==> config.mk <==
export PLATFORM = sky130hd
export DESIGN_NAME = ysyx_23060236_icache_refill
export DESIGN_NICKNAME = d
export VERILOG_FILES = /design/src/rtl/ysyx_23060236_icache_refill.sv
export SDC_FILE = /design/constraint.sdc
export NUM_CORES = 1
export LEC_CHECK = 0
export CAP_MARGIN = 20
export CORE_MARGIN = 2
export CORE_UTILIZATION = 24
export CTS_BUF_LIST = sky130_fd_sc_hd__clkbuf_8
export DETAILED_ROUTE_END_ITERATION = 8
export PLACE_DENSITY = 0.63
export SYNTH_ARGS = -nofsm -noshare
export SYNTH_HDL_FRONTEND = slang
export SYNTH_SLANG_ARGS = --single-unit
==> constraint.sdc <==
create_clock -name clock -period 3.6 [get_ports clock]
set_input_delay 0.54 -clock clock [delete_from_list [all_inputs] [get_ports clock]]
set_output_delay 0.54 -clock clock [all_outputs]
set_load 0.02 [all_outputs]
==> src/rtl/ysyx_23060236_icache_refill.sv <==
// I-cache line refill: one AXI4 INCR burst of 8x32-bit beats per miss.
// Ports: miss req/ack, fence.i, array write port, AXI4 AR/R channels.
module ysyx_23060236_icache_refill #(
  parameter logic [6:0] ADDR_HI = 7'b1010000,
  parameter logic [3:0] AXI_ID  = 4'd0
) (
  input  logic        clock,
  input  logic        reset,
  input  logic        req_valid,
  output logic        req_ready,
  input  logic [24:0] req_addr,
  input  logic        inst_fencei,
  output logic        refill_done,
  output logic        refill_err,
  output logic [24:0] icache_awaddr,
  output logic [31:0] icache_wdata,
  output logic        icache_wvalid,
  output logic        icache_inval,
  output logic        arvalid,
  input  logic        arready,
  output logic [31:0] araddr,
  output logic [3:0]  arid,
  output logic [7:0]  arlen,
  output logic [2:0]  arsize,
  output logic [1:0]  arburst,
  input  logic        rvalid,
  output logic        rready,
  input  logic [31:0] rdata,
  input  logic [1:0]  rresp,
  input  logic        rlast,
  input  logic [3:0]  rid
);

  typedef enum logic [1:0] {
    S_IDLE,
    S_AR,
    S_R,
    S_DONE
  } state_t;

  state_t      state_q, state_d;
  logic [19:0] base_q, base_d;
  logic [2:0]  cnt_q, cnt_d;
  logic        err_q, err_d;
  logic        drop_q, drop_d;
  logic        wvalid_q, wvalid_d;
  logic [31:0] wdata_q, wdata_d;
  logic [24:0] waddr_q, waddr_d;

  logic        req_fire;
  logic        beat_fire;
  logic        beat_bad;
  logic        wr_ok;
  logic        unused_addr_lo;

  // Line offset bits are irrelevant: the whole line is fetched.
  assign unused_addr_lo = ^req_addr[4:0];

  assign req_fire  = (state_q == S_IDLE) && req_valid;
  assign beat_fire = (state_q == S_R) && rvalid;

  // rlast must appear on beat 7 and only there.
  assign beat_bad = (rresp != 2'b00)
                  | (rid != AXI_ID)
                  | (rlast ^ (cnt_q == 3'd7));

  // A bad beat, or any beat once the line is doomed, is not written.
  assign wr_ok = beat_fire && !beat_bad && !err_q
              && !drop_q && !inst_fencei;

  always_ff @(posedge clock or posedge reset) begin
    if (reset) begin
      state_q  <= S_IDLE;
      base_q   <= '0;
      cnt_q    <= '0;
      err_q    <= 1'b0;
      drop_q   <= 1'b0;
      wvalid_q <= 1'b0;
      wdata_q  <= '0;
      waddr_q  <= '0;
    end else begin
      state_q  <= state_d;
      base_q   <= base_d;
      cnt_q    <= cnt_d;
      err_q    <= err_d;
      drop_q   <= drop_d;
      wvalid_q <= wvalid_d;
      wdata_q  <= wdata_d;
      waddr_q  <= waddr_d;
    end
  end

  always_comb begin
    state_d = state_q;
    unique case (state_q)
      S_IDLE: if (req_valid) state_d = S_AR;
      S_AR:   if (arready) state_d = S_R;
      S_R:    if (rvalid && rlast) state_d = S_DONE;
      S_DONE: state_d = S_IDLE;
      default: state_d = S_IDLE;
    endcase
  end

  always_comb begin
    base_d   = base_q;
    cnt_d    = cnt_q;
    err_d    = err_q;
    drop_d   = drop_q;
    wvalid_d = wr_ok;
    wdata_d  = wdata_q;
    waddr_d  = waddr_q;
    if (req_fire) begin
      base_d = req_addr[24:5];
      cnt_d  = '0;
      err_d  = 1'b0;
      drop_d = 1'b0;
    end
    if (beat_fire) begin
      cnt_d = cnt_q + 3'd1;
      if (beat_bad) err_d = 1'b1;
    end
    // The burst keeps running, but the line is abandoned.
    if ((state_q == S_AR || state_q == S_R) && inst_fencei)
      drop_d = 1'b1;
    if (wr_ok) begin
      wdata_d = rdata;
      waddr_d = {base_q, cnt_q, 2'b00};
    end
  end

  always_comb begin
    req_ready     = (state_q == S_IDLE);
    arvalid       = (state_q == S_AR);
    araddr        = (state_q == S_AR) ? {ADDR_HI, base_q, 5'b0} : '0;
    arid          = AXI_ID;
    arlen         = 8'd7;
    arsize        = 3'b010;
    arburst       = 2'b01;
    rready        = (state_q == S_R);
    refill_done   = (state_q == S_DONE);
    refill_err    = (state_q == S_DONE) && err_q;
    icache_inval  = (state_q == S_DONE) && (err_q || drop_q);
    icache_wvalid = wvalid_q;
    icache_wdata  = wdata_q;
    icache_awaddr = waddr_q;
  end

endmodule
== Word level (Yosys, flattened, before mapping) ==
Index checks and enable logic that the tools add are counted.
W data, S select, Z words.

* Register bits: 83
* Bits of input ports: 70
* Output and inout bits: 113
* Logic and storage cells: 53

* $add $sub $neg: 1
* Equal/unequal tests: 7
* Mux-type cells: 12
* Bitwise operators: 3
* Reductions and logical operators: 22

{| class="wikitable"
|+ Operator list
! operator !! count
|-
| $mux W32 || 1
|-
| $logic_and A1 B1 Y1 || 10
|-
| $pmux W2 S4 || 1
|-
| $mux W2 || 3
|-
| $mux W3 || 2
|-
| $reduce_bool A2 Y1 || 3
|-
| $mux W1 || 5
|-
| $eq A2 B2 Y1 const B || 2
|-
| $logic_not A1 Y1 || 4
|-
| $ne A2 B1 Y1 const B || 2
|-
| $reduce_bool A4 Y1 || 1
|-
| $add A3 B1 Y3 const B || 1
|-
| $eq A3 B3 Y1 const B || 1
|-
| $reduce_and A3 Y1 || 1
|-
| $eq A2 B1 Y1 const B || 1
|-
| $logic_not A2 Y1 || 1
|-
| $logic_or A1 B1 Y1 || 2
|-
| $ne A2 B2 Y1 const B || 1
|-
| $or A1 B1 Y1 || 2
|-
| $xor A1 B1 Y1 || 1
|}

== Longest topological paths before layout ==
Gate-level depths: netlist of run 1.

* Depth in word-level cells: 8
* Gate-level depth with buffers: 8
* Depth with buffers taken out: 5

== Worst setup path after synthesis of run 1 ==
Ideal clock, no wire load.

* Path type: reg-to-reg
* Start point: register state_q[0]
* End point: register waddr_q[10] (netlist: icache_awaddr[10])
* Setup time: 125 ps
* Arrival: 1896 ps
* Required time: 3475 ps
* Path slack: 1579 ps
* Cell stages (with the launch flop): 9
* Buffers on the path: 3
* Clock period less this slack: 2021 ps
* Cells stage by stage: dfrtp_1 > inv_1 > ha_1 > buf_6 > and4bb_1 > and4_1 > buf_6 > buf_12 > mux2_4

* Longest elaborated chain between the ends: 6

{| class="wikitable"
|+ Ends and longest elaborated chain
! element !! line !! RTL
|-
| from (decl) || 41 || <nowiki>state_t state_q, state_d;</nowiki>
|-
| from (signal assigned) || 82 || <nowiki>state_q <= state_d;</nowiki>
|-
| $eq A2 B2 Y1 || n/a ||
|-
| named net rready || 27 || <nowiki>output logic rready,</nowiki>
|-
| $logic_and A1 B1 Y1 || 60 || <nowiki>assign beat_fire = (state_q == S_R) && rvalid;</nowiki>
|-
| $logic_and A1 B1 Y1 (2 in series) || 68 || <nowiki>assign wr_ok = beat_fire && !beat_bad && !err_q</nowiki>
|-
| $logic_and A1 B1 Y1 (2 in series) || 69 || <nowiki>&& !drop_q && !inst_fencei;</nowiki>
|-
| to (signal assigned) || 89 || <nowiki>waddr_q <= waddr_d;</nowiki>
|-
| to (decl) || 48 || <nowiki>logic [24:0] waddr_q, waddr_d;</nowiki>
|}

The timed path passes the listed nets, and every way through them passes these cells.
A chain may end at the register's enable or synchronous reset.

== Final worst setup path of run 1 ==
* Start point: register state_q[1]
* End point: output araddr[23]

* Longest elaborated chain between the ends: 2

{| class="wikitable"
|+ Ends and longest elaborated chain
! element !! line !! RTL
|-
| $eq A2 B1 Y1 || 134 || <nowiki>araddr = (state_q == S_AR) ? {ADDR_HI, base_q, 5'b0} : '0;</nowiki>
|-
| $mux W32 || 134 ||
|-
| to (decl) || 21 || <nowiki>output logic [31:0] araddr,</nowiki>
|}

No other way between the ends.

==> results of run 1 <==
-- final timing paths --
path / to / start / cells after the start
max: araddr[23] / state_q[1]$_DFFE_PP0P_ / 4
min: icache_wdata[28]$_DFFE_PP0P_ / icache_wdata[28]$_DFFE_PP0P_ / 1
max reg2reg: icache_awaddr[24]$_DFFE_PP0P_ / state_q[0]$_DFFE_PP0P_ / 6
min reg2reg: icache_wdata[28]$_DFFE_PP0P_ / icache_wdata[28]$_DFFE_PP0P_ / 1
max in group asynchronous: base_q[4]$_DFFE_PP0P_ / reset / 3
min in group asynchronous: icache_wdata[13]$_DFFE_PP0P_ / reset / 2
-- worst max-delay path: stages (launching register included) --
cell and delay, ns:
dfrtp_1 0.42, inv_1 0.09, ha_1 0.71, and2_1 0.22, clkdlybuf4s50_1 0.63
-- logic make-up (layout without fill, tap and decap cells) --
family          Yosys count  count (layout)  synth area share [%]
buf+inv                  46             170                  9.94
fa+ha+maj                 6               6                  1.94
mux                      76              76                  26.9
compound gates            9               9                  2.00
other cells               2              29                 0.194
simple gates             33              33                  5.20
xor+xnor                  1               1                 0.226
flops                    83              83                  53.6
-- routing by layer --
metal / global-route usage, % / routed length, um / vias up
met4: 5.26 / 167 / 0
met2: 16.7 / 4130 / 113
met1: 13.1 / 3900 / 1186
met3: 3.37 / 742 / 12
li1: - / - / 1110
met5: 0 / 0 / -
-- area by class of cell --
type,count,area [sq um],share of cell area (%)
multi-input combinational,154,1520,27.2
timing repair buffer,153,1540,27.7
clock buffer,10,138,2.47
clock inverter,3,11.3,0.202
inverter,4,16.3,0.292
sequential,83,2080,37.3
tap,216,270,4.85
-- cells in the mapped netlist (2+ instances only) --
master,number
dfrtp_1,83
mux2_2,26
a32o_1,3
buf_4,31
and2_1,21
ha_1,6
nand2_1,4
buf_1,2
buf_6,2
buf_12,5
inv_1,4
conb_1,2
clkbuf_1,2
mux2_4,50
-- report_power, final --
part | internal (mW) | switching, mW | leakage, nW | total, mW
clock network | 0.251 | 0.316 | 0.0879 | 0.567
logic | 0.524 | 0.474 | 1.27 | 0.999
registers | 1.10 | 0.116 | 1.10 | 1.21
-- through the flow --
| stage | setup slack (ns) | hold slack, ns |
|---|---|---|
| 6_report | 0.614 | 0.509 |
| 5_1_grt | 0.375 | 0.525 |
| 4_1_cts | 0.486 | 0.512 |
| 3_5_place_dp | 0.880 | 0.491 |
| 3_3_place_gp | 0.884 | 0.492 |
| 2_1_floorplan | 0.923 | 0.485 |
-- state kept, by name, indices dropped and copies added, names as in the netlist --
name,count
base_q,20
cnt_q,3
icache_awaddr,23
err_q,1
drop_q,1
state_q,2
icache_wdata,32
icache_wvalid,1
==> reports/qor.yml, run 1 <==
global_routing:
  antenna_found_initial: 0
  grt_pass1_vias: 2520
  grt_pass1_wl_um: 13600
  grt-ovfl-total: 0
  grt_max_degree: 45
  track_usage_pct: 10.6
cts:
  cts_root_buffer: "clkbuf_8"
  clkTransAtPathRegs_ns: 0.08
  ctsHoldBuffers: 0
  clk_path_buf_depth: 2
  cts_tree: "done"
  cts_max_level: 3
  numCtsBuffers: 9
  cts.sinks: 83
  cts_resized: 0
  cts_setup_buffers: 0
  clkLatencyLatePin_ns: 0.36
die:
  die_w_um: 131
  core_sq_um: 15800
  die_area_sq_um: 17200
  ios: 183
  rows: 46
  start_util_pct: 24.5
  die_h_um: 131
logic_synthesis:
  synth_edf_count: 0
  yosys.area.top_type: "dfrtp_1"
  synthTopCellsByArea: "dfrtp_1 (54%), mux2_4 (19%), mux2_2 (7.6%), buf_4 (6.0%), and2_1 (3.4%)"
  synth_top_area_share_pct: 53.6
  synthFlopType: "dfrtp_1"
  ys_types: 29
  syn_avg_cell_area_sq_um: 15.1
  netlist_instances: 256
  synthArstFlopShare_pct: 100
  synth_warnings: 0
  synth-seq-area-share_pct: 53.6
  ys_ff_latch: 83
  synth_area_sq_um: 3880
status:
  status: "completed"
final_layout:
  layout_commonest_cell: "clkdlybuf4s50_1"
  n_fill_cell: 1531
  area_growth_pct: 43.8
  final_cells: 623
  diodes: 0
  drive_above_1_share_pct: 22.9
  final_cell_area_sq_um: 5570
  final_util_pct: 35.2
  final_cell_mix: "clkdlybuf4s50_1 (148), dfrtp_1 (83), mux2_4 (50), conb_1 (29), mux2_2 (26)"
  final_nets: 481
worst_setup_path:
  crit_type: "reg -> out"
  ff2ff_setup_slack_ns: 1.19
  cp-end-kind: "output port"
  crit_fanout: 24
  critPathLaunchType: "flip-flop"
  crit_arrival_ns: 2.45
  crit_required_ns: 3.06
min_path:
  hp-class: "reg -> reg"
sta:
  fin_crit_sh_pct: 82.9
  maxClockFrequency_mhz: 335
  rsz0062_at_grt: "no"
  fin_crit_ns: 2.99
  max_slew.worst_pin.slew_ns: 0.851
  relSlewSlack_pct: 43.3
  fin_setup_tns_ns: 0
  final_hold_viol_count: 0
  setup_violations: 0
  final.setup_skew_ns: 0.00569
  slew_violations: 0
pwr:
  peakVddDrop_uv: 317
  p_leak_nw: 2.47
  powerDensity_nw_per_um2: 498
  total_power_mw: 2.78
routing:
  wirelength_um: 8950
  ant_nets: 0
  vias: 2421
  wl_per_cell_um: 14.4
  drt_first_pass_iters: 4
  drt_iter0_markers: 105
  via_per_inst: 3.89
  drc: 0
flow_run:
  maxCapViolCount: 0
place:
  dpl_cell_area_sq_um: 5430
  globalplace.congestion: 0.701
  port_buffers: 148
  dp.cells: 610
  dp_hpwl_um: 6350
No activity file was read; power rests on OpenSTA's default activity.
==> run 2: changes to the inputs <==
- PLACE_DENSITY: 0.63 -> 0.65
- clock period: 3.6 -> 2.7 ns (I/O delays scaled with it)
==> run 2 against run 1 <==
  * Clock power rose by 110%
  * Largest cell class unchanged
  * Highest routed layer unchanged
  * Via count did not move
  * Sequential share of layout area fell by 0.90 points
==> reports/qor.yml, run 2 (synthesis gave the netlist of run 1 again) <==
status:
  status: "completed"
worst_setup_path:
  path_buf_inv: 3  # +1
  crit_type: "reg -> out"
  crit_required_ns: 2.30  # -0.76 ns
  crit_fanout: 16  # -33%
  critPathLaunchType: "flip-flop"
  crit_chain: "inv_1, ha_1, buf_4, and2_1, clkdlybuf4s50_1"
  cp-end-kind: "output port"
  max_stage_delay_ns: 0.61  # -0.10 ns
  path_delay_family: "buffers and inverters"
  slowest_stage: "clkdlybuf4s50_1"
  crit_arrival_ns: 2.02  # -0.43 ns
final_layout:
  drive_above_1_share_pct: 24.7  # +1.8 points
  n_fill_cell: 1542  # +0.72%
  largest_register_ffs: 32  # unchanged
  diodes: 0  # unchanged
  final_cell_area_sq_um: 5710  # +2.5%
  area_growth_pct: 47.4
  final_nets: 484  # +0.62%
  final_cell_mix: "clkdlybuf4s50_1 (148), dfrtp_1 (83), mux2_4 (50), conb_1 (29), mux2_2 (26)"
  final_util_pct: 36.1  # +0.87 points
  layout_commonest_cell: "clkdlybuf4s50_1"
sta:
  slew_violations: 0  # unchanged
  setup_violations: 0  # unchanged
  fin_crit_ns: 2.43
  final_hold_viol_count: 0  # unchanged
  fin_crit_sh_pct: 89.8
  final.setup_skew_ns: 0.0106  # +0.00488 ns
  rsz0062_at_grt: "no"
  holdWs_ns: 0.314  # -0.196 ns
  fin_setup_tns_ns: 0  # unchanged
  maxClockFrequency_mhz: 412
cts:
  cts_setup_buffers: 0  # unchanged
  cts_max_level: 3  # unchanged
  ctsHoldBuffers: 0  # unchanged
  clkTransAtPathRegs_ns: 0.09  # about the same
  cts_tree: "done"
  clk_path_buf_depth: 2  # unchanged
  cts_root_buffer: "clkbuf_8"
  cts_resized: 0  # unchanged
  cts.sinks: 83  # unchanged
  numCtsBuffers: 9  # unchanged
  clkLatencyLatePin_ns: 0.36  # about the same
place:
  globalplace.congestion: 0.742  # +5.9%
  port_buffers: 148  # unchanged
  dpl_cell_area_sq_um: 5450  # +0.42%
  dp_hpwl_um: 6310  # -0.61%
global_routing:
  grt-ovfl-total: 0  # unchanged
  grt_pass1_wl_um: 13200  # -2.4%
  grt_pass1_vias: 2564  # +1.7%
  track_usage_pct: 10.2  # -0.41 points
  grt_max_degree: 45  # unchanged
  antenna_found_initial: 0  # unchanged
die:
  die_area_sq_um: 17200  # unchanged
  rows: 46  # unchanged
  start_util_pct: 24.5  # unchanged
  ios: 183  # unchanged
  core_sq_um: 15800  # unchanged
  die_h_um: 131  # unchanged
  die_w_um: 131  # unchanged
routing:
  vias: 2421  # unchanged
  wl_per_cell_um: 13.8  # -3.7%
  via_per_inst: 3.85  # -0.95%
  drc: 0  # unchanged
  wirelength_um: 8700  # -2.8%
  drt_iter0_markers: 66  # -37%
  drt_first_pass_iters: 4  # unchanged
  ant_nets: 0  # unchanged
flow_run:
  maxCapViolCount: 0  # unchanged
min_path:
  hp-class: "in -> async"
pwr:
  peakVddDrop_uv: 458  # +45%
  p_leak_nw: 2.52  # +2.1%
  powerDensity_nw_per_um2: 725  # +46%
run 2: changes by cell type in the layout (fill, tap and decap cells not counted):
cell	delta
clkinv_2	+1
bufinv_16	+4
clkinvlp_4	+2
inv_1	-3
clkbuf_8	-1
buf_4	+3
run 2: final cells by class:
class                           instances  area [sq um]  share of cell area [%]
Inverter                                4          16.3                   0.285
Timing Repair Buffer                  156          1570                    27.4
Clock buffer                            9           124                    2.17
Sequential cell                        83          2080                    36.4
Clock inverter                          7           140                    2.45
Multi-Input combinational cell        154          1520                    26.6
Tap cell                              216           270                    4.73
run 2: final timing paths:
kind	from	endpoint	slack [ns]	cells past startpoint
hold reg to reg	icache_wdata[28]$_DFFE_PP0P_	icache_wdata[28]$_DFFE_PP0P_	0.51	1
hold / removal	reset	icache_wdata[4]$_DFFE_PP0P_	0.31	2
min in group clock	icache_wdata[28]$_DFFE_PP0P_	icache_wdata[28]$_DFFE_PP0P_	0.51	1
setup reg to reg	cnt_q[0]$_DFFE_PP0P_	icache_awaddr[24]$_DFFE_PP0P_	0.55	6
max in group asynchronous	reset	icache_awaddr[3]$_DFFE_PP0P_	1.78	3
setup / recovery	state_q[1]$_DFFE_PP0P_	araddr[17]	0.27	5
run 2: per-stage QoR:
stage          total power, mW  instances  setup slack (ns)
2_1_floorplan             2.46        283             0.158
3_3_place_gp              2.98        613             0.306
3_5_place_dp              3.02        613             0.296
4_1_cts                   4.22        629             0.216
5_1_grt                   4.38        629             0.155
6_report                  4.14        629             0.274
run 2: power breakdown:
group          switching (mW)  total [mW]  internal, mW  leakage [nW]
logic                   0.634        1.36         0.723          1.29
registers               0.157        1.62          1.46          1.10
clock network           0.461        1.17         0.706         0.125
total                    1.25        4.14          2.89          2.52
run 2: per-layer routing:
metal  wire, um  global-route usage [%]  vias to the layer above
met5          0                       0                        -
met4        166                    4.69                        0
met3        745                    3.41                       12
met2       4140                    16.8                      107
met1       3650                    12.1                     1184
li1           -                       -                     1118
